## config.mk

```make
export PLATFORM = sky130hd
export DESIGN_NAME = divide_fixed_pipe
export DESIGN_NICKNAME = d
export VERILOG_FILES = /design/src/rtl/div_pkg.sv /design/src/rtl/div_restore_step.sv /design/src/rtl/divide_fixed_pipe.sv
export SDC_FILE = /design/constraint.sdc
export NUM_CORES = 1
export LEC_CHECK = 0
export CAP_MARGIN = 10
export CORE_ASPECT_RATIO = 1.4
export CORE_UTILIZATION = 55
export DETAILED_ROUTE_END_ITERATION = 6
export DONT_BUFFER_PORTS = 1
export PLACE_DENSITY_LB_ADDON = 0.12
export SLEW_MARGIN = 25
export SYNTH_ARGS = -nofsm -noshare
export SYNTH_HDL_FRONTEND = slang
export SYNTH_HIERARCHICAL = 1
export SYNTH_SLANG_ARGS = --single-unit
```

## constraint.sdc

```tcl
create_clock -name clock -period 16.3 [get_ports clock]
set_input_delay 3.26 -clock clock [delete_from_list [all_inputs] [get_ports clock]]
set_output_delay 3.26 -clock clock [all_outputs]
set_load 0.03 [all_outputs]
```

## src/rtl/div_pkg.sv

```systemverilog
// Shared types and constants for the fixed-point restoring divider.
package div_pkg;

    typedef enum logic [1:0] {
        S_IDLE = 2'd0,
        S_ITER = 2'd1,
        S_FIX  = 2'd2,
        S_OUT  = 2'd3
    } state_e;

    // Wide enough for any practical WIDTH; callers truncate to their own width.
    localparam int SAT_W = 64;

    function automatic logic [SAT_W-1:0] sat_max(input int width);
        return (SAT_W'(1) << (width - 1)) - SAT_W'(1);
    endfunction

    function automatic logic [SAT_W-1:0] sat_min(input int width);
        return SAT_W'(1) << (width - 1);
    endfunction

endpackage

```

## src/rtl/div_restore_step.sv

```systemverilog
// One radix-2 restoring division step: shift in a numerator bit, trial-subtract the divisor.
module div_restore_step #(
    parameter int WIDTH = 32
) (
    input  logic [WIDTH+1:0] rem_i,
    input  logic             num_bit_i,
    input  logic [WIDTH:0]   dmag_i,
    output logic [WIDTH+1:0] rem_o,
    output logic             q_bit_o
);

    logic [WIDTH+2:0] trial;
    logic [WIDTH+2:0] dext;

    assign trial   = {rem_i, num_bit_i};
    assign dext    = (WIDTH+3)'(dmag_i);
    assign q_bit_o = (trial >= dext);
    // The remainder stays below the divisor magnitude, so dropping the top bit is lossless.
    assign rem_o   = q_bit_o ? (WIDTH+2)'(trial - dext) : (WIDTH+2)'(trial);

endmodule

```

## src/rtl/divide_fixed_pipe.sv

```systemverilog
// Signed fixed-point divider: quotient = (A << FRAC_BITS) / B, truncated toward zero,
// one quotient bit per clock, saturating on overflow and divide-by-zero.
//
// state  | meaning
// S_IDLE | wait for both operand FIFOs non-empty, pop and latch operands
// S_ITER | one restoring step per cycle, ITERS cycles
// S_FIX  | apply sign and saturation, register result
// S_OUT  | hold result until output FIFO has room, write once
module divide_fixed_pipe
    import div_pkg::*;
#(
    parameter int WIDTH     = 32,
    parameter int FRAC_BITS = 10
) (
    input  logic             clock,
    input  logic             reset,
    output logic             inA_rd_en,
    input  logic             inA_empty,
    input  logic [WIDTH-1:0] inA_dout,
    output logic             inB_rd_en,
    input  logic             inB_empty,
    input  logic [WIDTH-1:0] inB_dout,
    output logic             out_wr_en,
    input  logic             out_full,
    output logic [WIDTH-1:0] out_din,
    output logic             out_sat
);

    localparam int ITERS = WIDTH + FRAC_BITS + 1;
    localparam int CW    = $clog2(ITERS);

    localparam logic [WIDTH-1:0] MAX_POS = WIDTH'(sat_max(WIDTH));
    localparam logic [WIDTH-1:0] MIN_NEG = WIDTH'(sat_min(WIDTH));
    localparam logic [ITERS-1:0] POS_LIM = ITERS'(MAX_POS);
    localparam logic [ITERS-1:0] NEG_LIM = ITERS'(MIN_NEG);

    state_e            state_q;
    logic [CW-1:0]     count_q;
    logic [ITERS-1:0]  num_q;
    logic [ITERS-1:0]  quo_q;
    logic [WIDTH:0]    dmag_q;
    logic [WIDTH+1:0]  rem_q;
    logic              neg_q;
    logic              div0_q;
    logic [WIDTH-1:0]  res_q;
    logic              sat_q;

    logic [WIDTH+1:0]  rem_d;
    logic              qbit_d;
    logic              pop;
    logic [WIDTH:0]    a_ext;
    logic [WIDTH:0]    b_ext;
    logic [WIDTH:0]    a_mag_d;
    logic [WIDTH:0]    b_mag_d;
    logic              b_zero;

    // One extra bit so the magnitude of the most negative value is representable.
    assign a_ext   = {inA_dout[WIDTH-1], inA_dout};
    assign b_ext   = {inB_dout[WIDTH-1], inB_dout};
    assign a_mag_d = a_ext[WIDTH] ? -a_ext : a_ext;
    assign b_mag_d = b_ext[WIDTH] ? -b_ext : b_ext;
    assign b_zero  = (inB_dout == '0);

    assign pop       = !reset && (state_q == S_IDLE) && !inA_empty && !inB_empty;
    assign inA_rd_en = pop;
    assign inB_rd_en = pop;
    assign out_wr_en = (state_q == S_OUT) && !out_full;
    assign out_din   = out_wr_en ? res_q : '0;
    assign out_sat   = out_wr_en & sat_q;

    div_restore_step #(
        .WIDTH(WIDTH)
    ) u_step (
        .rem_i    (rem_q),
        .num_bit_i(num_q[ITERS-1]),
        .dmag_i   (dmag_q),
        .rem_o    (rem_d),
        .q_bit_o  (qbit_d)
    );

    always_ff @(posedge clock or posedge reset) begin
        if (reset) begin
            state_q <= S_IDLE;
            count_q <= '0;
            num_q   <= '0;
            quo_q   <= '0;
            dmag_q  <= '0;
            rem_q   <= '0;
            neg_q   <= 1'b0;
            div0_q  <= 1'b0;
            res_q   <= '0;
            sat_q   <= 1'b0;
        end else begin
            case (state_q)
                S_IDLE: begin
                    if (pop) begin
                        num_q   <= ITERS'(a_mag_d) << FRAC_BITS;
                        dmag_q  <= b_mag_d;
                        rem_q   <= '0;
                        quo_q   <= '0;
                        count_q <= '0;
                        // With B == 0 the sign reduces to the sign of A, which picks the rail.
                        neg_q   <= inA_dout[WIDTH-1] ^ inB_dout[WIDTH-1];
                        div0_q  <= b_zero;
                        state_q <= b_zero ? S_FIX : S_ITER;
                    end
                end
                S_ITER: begin
                    rem_q   <= rem_d;
                    quo_q   <= {quo_q[ITERS-2:0], qbit_d};
                    num_q   <= num_q << 1;
                    count_q <= count_q + 1'b1;
                    if (count_q == CW'(ITERS - 1)) begin
                        state_q <= S_FIX;
                    end
                end
                S_FIX: begin
                    if (div0_q) begin
                        res_q <= neg_q ? MIN_NEG : MAX_POS;
                        sat_q <= 1'b1;
                    end else if (neg_q) begin
                        if (quo_q > NEG_LIM) begin
                            res_q <= MIN_NEG;
                            sat_q <= 1'b1;
                        end else begin
                            res_q <= -quo_q[WIDTH-1:0];
                            sat_q <= 1'b0;
                        end
                    end else begin
                        if (quo_q > POS_LIM) begin
                            res_q <= MAX_POS;
                            sat_q <= 1'b1;
                        end else begin
                            res_q <= quo_q[WIDTH-1:0];
                            sat_q <= 1'b0;
                        end
                    end
                    state_q <= S_OUT;
                end
                S_OUT: begin
                    if (!out_full) begin
                        state_q <= S_IDLE;
                    end
                end
                default: state_q <= S_IDLE;
            endcase
        end
    end

endmodule

```

== After elaboration in Yosys (flattened, before gate mapping) ==
Index checks and enable logic that the tools add are counted.

* Bits in registers: 196

* Add/sub/neg operators: 5
* Order comparisons: 3
* Equality and inequality tests: 7
* Mux-type cells: 26
* Bitwise gates (word level): 2
* Reduce and logical (&&, ||, !) cells: 14

{| class="wikitable"
|+ Operators with widths
! kind !! count
|-
| 32-bit 2-to-1 mux || 6
|-
| 43-bit one-hot mux with 2 select lines || 2
|-
| 43-bit 2-to-1 mux || 2
|-
| 34-bit 2-to-1 mux || 2
|-
| 34-bit one-hot mux with 2 select lines || 1
|-
| 33-bit 2-to-1 mux || 2
|-
| 33-bit negation || 2
|-
| 43-bit by 31-bit > comparator with 1-bit output (second input constant) || 1
|-
| 43-bit by 32-bit > comparator with 1-bit output (second input constant) || 1
|-
| 35-bit by 33-bit greater-or-equal comparator with 1-bit output || 1
|-
| 34-bit by 33-bit subtractor with 34-bit output || 1
|-
| 32-bit zero test || 1
|-
| 32-bit negation || 1
|-
| 6-bit one-hot mux with 2 select lines || 1
|-
| 2-bit 2-to-1 mux || 4
|-
| 2-bit one-hot mux with 4 select lines || 1
|-
| 6-bit by 1-bit adder with 6-bit output (second input constant) || 1
|-
| 6-bit == test (second input constant) || 1
|-
| 6-bit 2-to-1 mux || 1
|-
| 2-bit inequality test (second input constant) || 3
|-
| 2-bit == test (second input constant) || 2
|-
| 1-bit logical AND || 4
|-
| 1-bit zero test || 4
|-
| 1-bit 2-to-1 mux || 4
|-
| other kinds (7) || 8
|}

== Longest topological paths before layout ==
* Depth in word-level cells: 6
* Depth in mapped cells: 14

== Cells and area by module ==
Netlist, hierarchy kept.

{| class="wikitable"
|+ By module, submodules not included
! module !! instances !! cells an instance !! area each (µm²) !! seq. area each (µm²)
|-
| divide_fixed_pipe || 1 || 1041 || 9805.7 || 4654.5
|-
| div_restore_step || 1 || 363 || 2318.5 || 0.0
|}

== Worst setup path before layout ==
No wires, ideal clock.

* Path type: input port to output port
* Start: input port reset
* End: output port inB_rd_en
* Arrival time: 4.346 ns
* Data required time: 13.040 ns
* Path slack: 8.694 ns
* Stages on the path: 4
* Path buffers: 2
* Cell sequence: or4b_1 -> clkbuf_1 -> inv_2 -> buf_4

* Longest elaborated chain between the ends: 4

{| class="wikitable"
|+ Ends and longest elaborated chain
! element !! line !! text
|-
| from (decl) || divide_fixed_pipe.sv:16 || <nowiki>input logic reset,</nowiki>
|-
| 1-bit zero test (no source line) || n/a ||
|-
| 1-bit logical AND (3 in a row) || divide_fixed_pipe.sv:64 || <nowiki>assign pop = !reset && (state_q == S_IDLE) && !inA_empty && !inB_empty;</nowiki>
|-
| to (decl) || divide_fixed_pipe.sv:20 || <nowiki>output logic inB_rd_en,</nowiki>
|}

Every way passes these cells.

== Worst setup path in the final report ==
Ends and elaborated chain as after synthesis.

==> metrics.txt <==
cts bufs inserted=17; Die Y=178 um; vias in the first global route=9,746; # H-tree levels=4; synth warn=6; Distinct cells, synth=81; port bufs=0; Max Freq=126 MHz; most frequent cell after synthesis=dfrtp_1; Register Area=4650 um^2; Max VDD drop=0.102 mV; post-synth top area share=0.384; CTS sink count=186; sw frac=0.465; first-pass GRT wire length=48,700 um; P&R area growth vs syn=5.78%; largest net degree at the start of global routing=75; kind of critical path=in -> out; Worst setup EP type=output port; via-per-instance ratio=6.22; DR pass1 iterations=5; Worst Hold Class=reg -> reg; commonest cells in the netlist=dfrtp_1 (186), nand2_1 (154), o21ai_1 (118), a21oi_1 (82); total number of vias=10,300; WL per Instance=17.8 um; Total Wirelength=29,400 um; CP max stage delay=0.65 ns; CP startpoint kind=input pin; cell family with most CP delay=buffers and inverters; synthesized instance count=1,404; Remaining Overflow, GRT=0; Lkg Pwr=5.56 nW; Final HPWL DP=20,900 um; CP Cell Sequence=or4b_2 -> buf_4 -> inv_2; Clock Power Share=0.141; fraction of final layout cells sized beyond drive strength 1=0.0516; Clk Latency, worst-skew pair=0.45 ns; internal power=1.54 mW; Total Routing Usage GR=0.270; Max FO, Critical Path=73; Hold WS=0.478 ns; final setup fails=0; Nets=1,456; mean post-synth cell area=8.64 um^2; I/O pin count=105; max-cap check violation count=0; # diodes=0; CP bufs+invs=2; post-cts hold buffer count=0; Slew headroom=0.369; Clock Skews=0.0117 ns; Initial Util=0.568; total power=2.89 mW; post-route minimum period=7.91 ns; Post-synth EDFFs=0; post_cts resized=0; Yosys top cell by area=dfrtp_1; total negative slack=0 ns; Synth Cell Area=12,100 um^2; clock root cell=clkbuf_16; outcome=completed; postcts setup bufs=0; DRC errors left=0; syn_nets=1,517; Die Wd=127 um; core area=21,400 um^2; Final Max Slew Viols=0; part of the power in registers=0.268; Slew @ Worst Pin=0.947 ns; most area-consuming cells after synthesis=dfrtp_1 (38%), a22o_1 (5.2%), o21ai_1 (4.9%), xor2_1 (4.8%), nand2_1 (4.8%); #FFs+latches synth=186; post-route ant nets=0; critical path arrival=4.65 ns; CTS max path bufs=2; Crit-path slowest cell=or4b_2; antenna violations before repair=0; area post-placement=12,200 um^2; r2r setup slk=12.52 ns; CTS clock-pin slew for the worst setup and hold paths=0.07 ns; final hold violations=0; Final Wtd Congestion=0.928; TritonCTS clock tree=done; required time of the critical path=13.04 ns; footprint of the multi-input gates=6830 um^2; Psw=1.34 mW; Power Density=225 nW/um^2; final cycle utilization of the critical path=0.485; async set-or-reset flop fraction in the synthesized netlist=1.00; row count=63; ys flop type=dfrtp_1; Detailed Route Iter0 Violations=753; Combinational Power Share=0.591; RSZ-0062 raised after global routing=false; die area=22,700 um^2; Seq/Total Area, Yosys=0.384; post-route cell area=12,800 um^2; fillcell total=1,937
## per-stage QoR
stage | setup slack, ns | utilization | instances
finish | 8.39 | 0.600 | 1648
global route | 8.30 | 0.600 | 1648
CTS | 8.36 | 0.599 | 1647
detailed placement | 8.36 | 0.573 | 1615
global placement | 8.37 | 0.572 | 1615
floorplan | 7.98 | - | 1404
## path summary, 6_finish.rpt
check | cells after the start | end | startpoint
max | 3 | inB_rd_en | reset
min in group asynchronous | 1 | num_q[36]$_DFFE_PP0P_ | reset
max reg2reg | 11 | num_q[31]$_DFFE_PP0P_ | state_q[0]$_DFFE_PP0P_
min reg2reg | 1 | res_q[20]$_DFFE_PP0P_ | res_q[20]$_DFFE_PP0P_
max in group asynchronous | 3 | res_q[13]$_DFFE_PP0P_ | reset
min | 1 | res_q[20]$_DFFE_PP0P_ | res_q[20]$_DFFE_PP0P_
## power by group through the flow
stage               registers, mW  clock network [mW]  logic (mW)
global route                0.796               0.431        1.90
finish                      0.773               0.407        1.71
detailed placement          0.778                   0        1.69
CTS                         0.772               0.412        1.69
global placement            0.776                   0        1.66
floorplan                   0.722                   0        1.41
## cell families after synthesis
kind of cell / synth area share
xor+xnor: 0.0686
flops: 0.384
compound gates: 0.257
simple gates: 0.181
mux: 0.00774
buf+inv: 0.0557
fa+ha+maj: 0.0460
## cells in the final DEF (no fill, tap or decap), drive strengths merged, types with 18 or more instances in the layout
cell / instances
a21oi: 83
a22o: 72
and2: 35
clkbuf: 21
dfrtp: 186
ha: 43
inv: 80
nand2: 155
nand3: 21
nand4: 18
nor2: 68
nor3: 32
nor4: 19
o21ai: 158
o31ai: 20
or3: 24
xnor2: 28
xor2: 67
## area by class of cell
class | instances | area share
Multi-Input combinational cell | 1049 | 0.533
Sequential cell | 186 | 0.363
Clock buffer | 21 | 0.0351
Tap cell | 292 | 0.0285
Inverter | 76 | 0.0226
Timing Repair Buffer | 13 | 0.00946
Clock inverter | 11 | 0.00859
## per-layer routing
metal | vias to the layer above | track usage | part of all wire
li1 | 4990 | - | -
met5 | - | 0 | 0
met3 | 61 | 0.0470 | 0.043
met1 | 4912 | 0.332 | 0.43
met2 | 289 | 0.472 | 0.50
met4 | 0 | 0.0982 | 0.027
## registers in the layout, summed over array words and instances (netlist names)
signal   flops
state_q      2
res_q       32
neg_q        1
div0_q       1
dmag_q      33
quo_q       43
rem_q       34
num_q       33
count_q      6
sat_q        1
No activity file was read; power rests on OpenSTA's default activity.
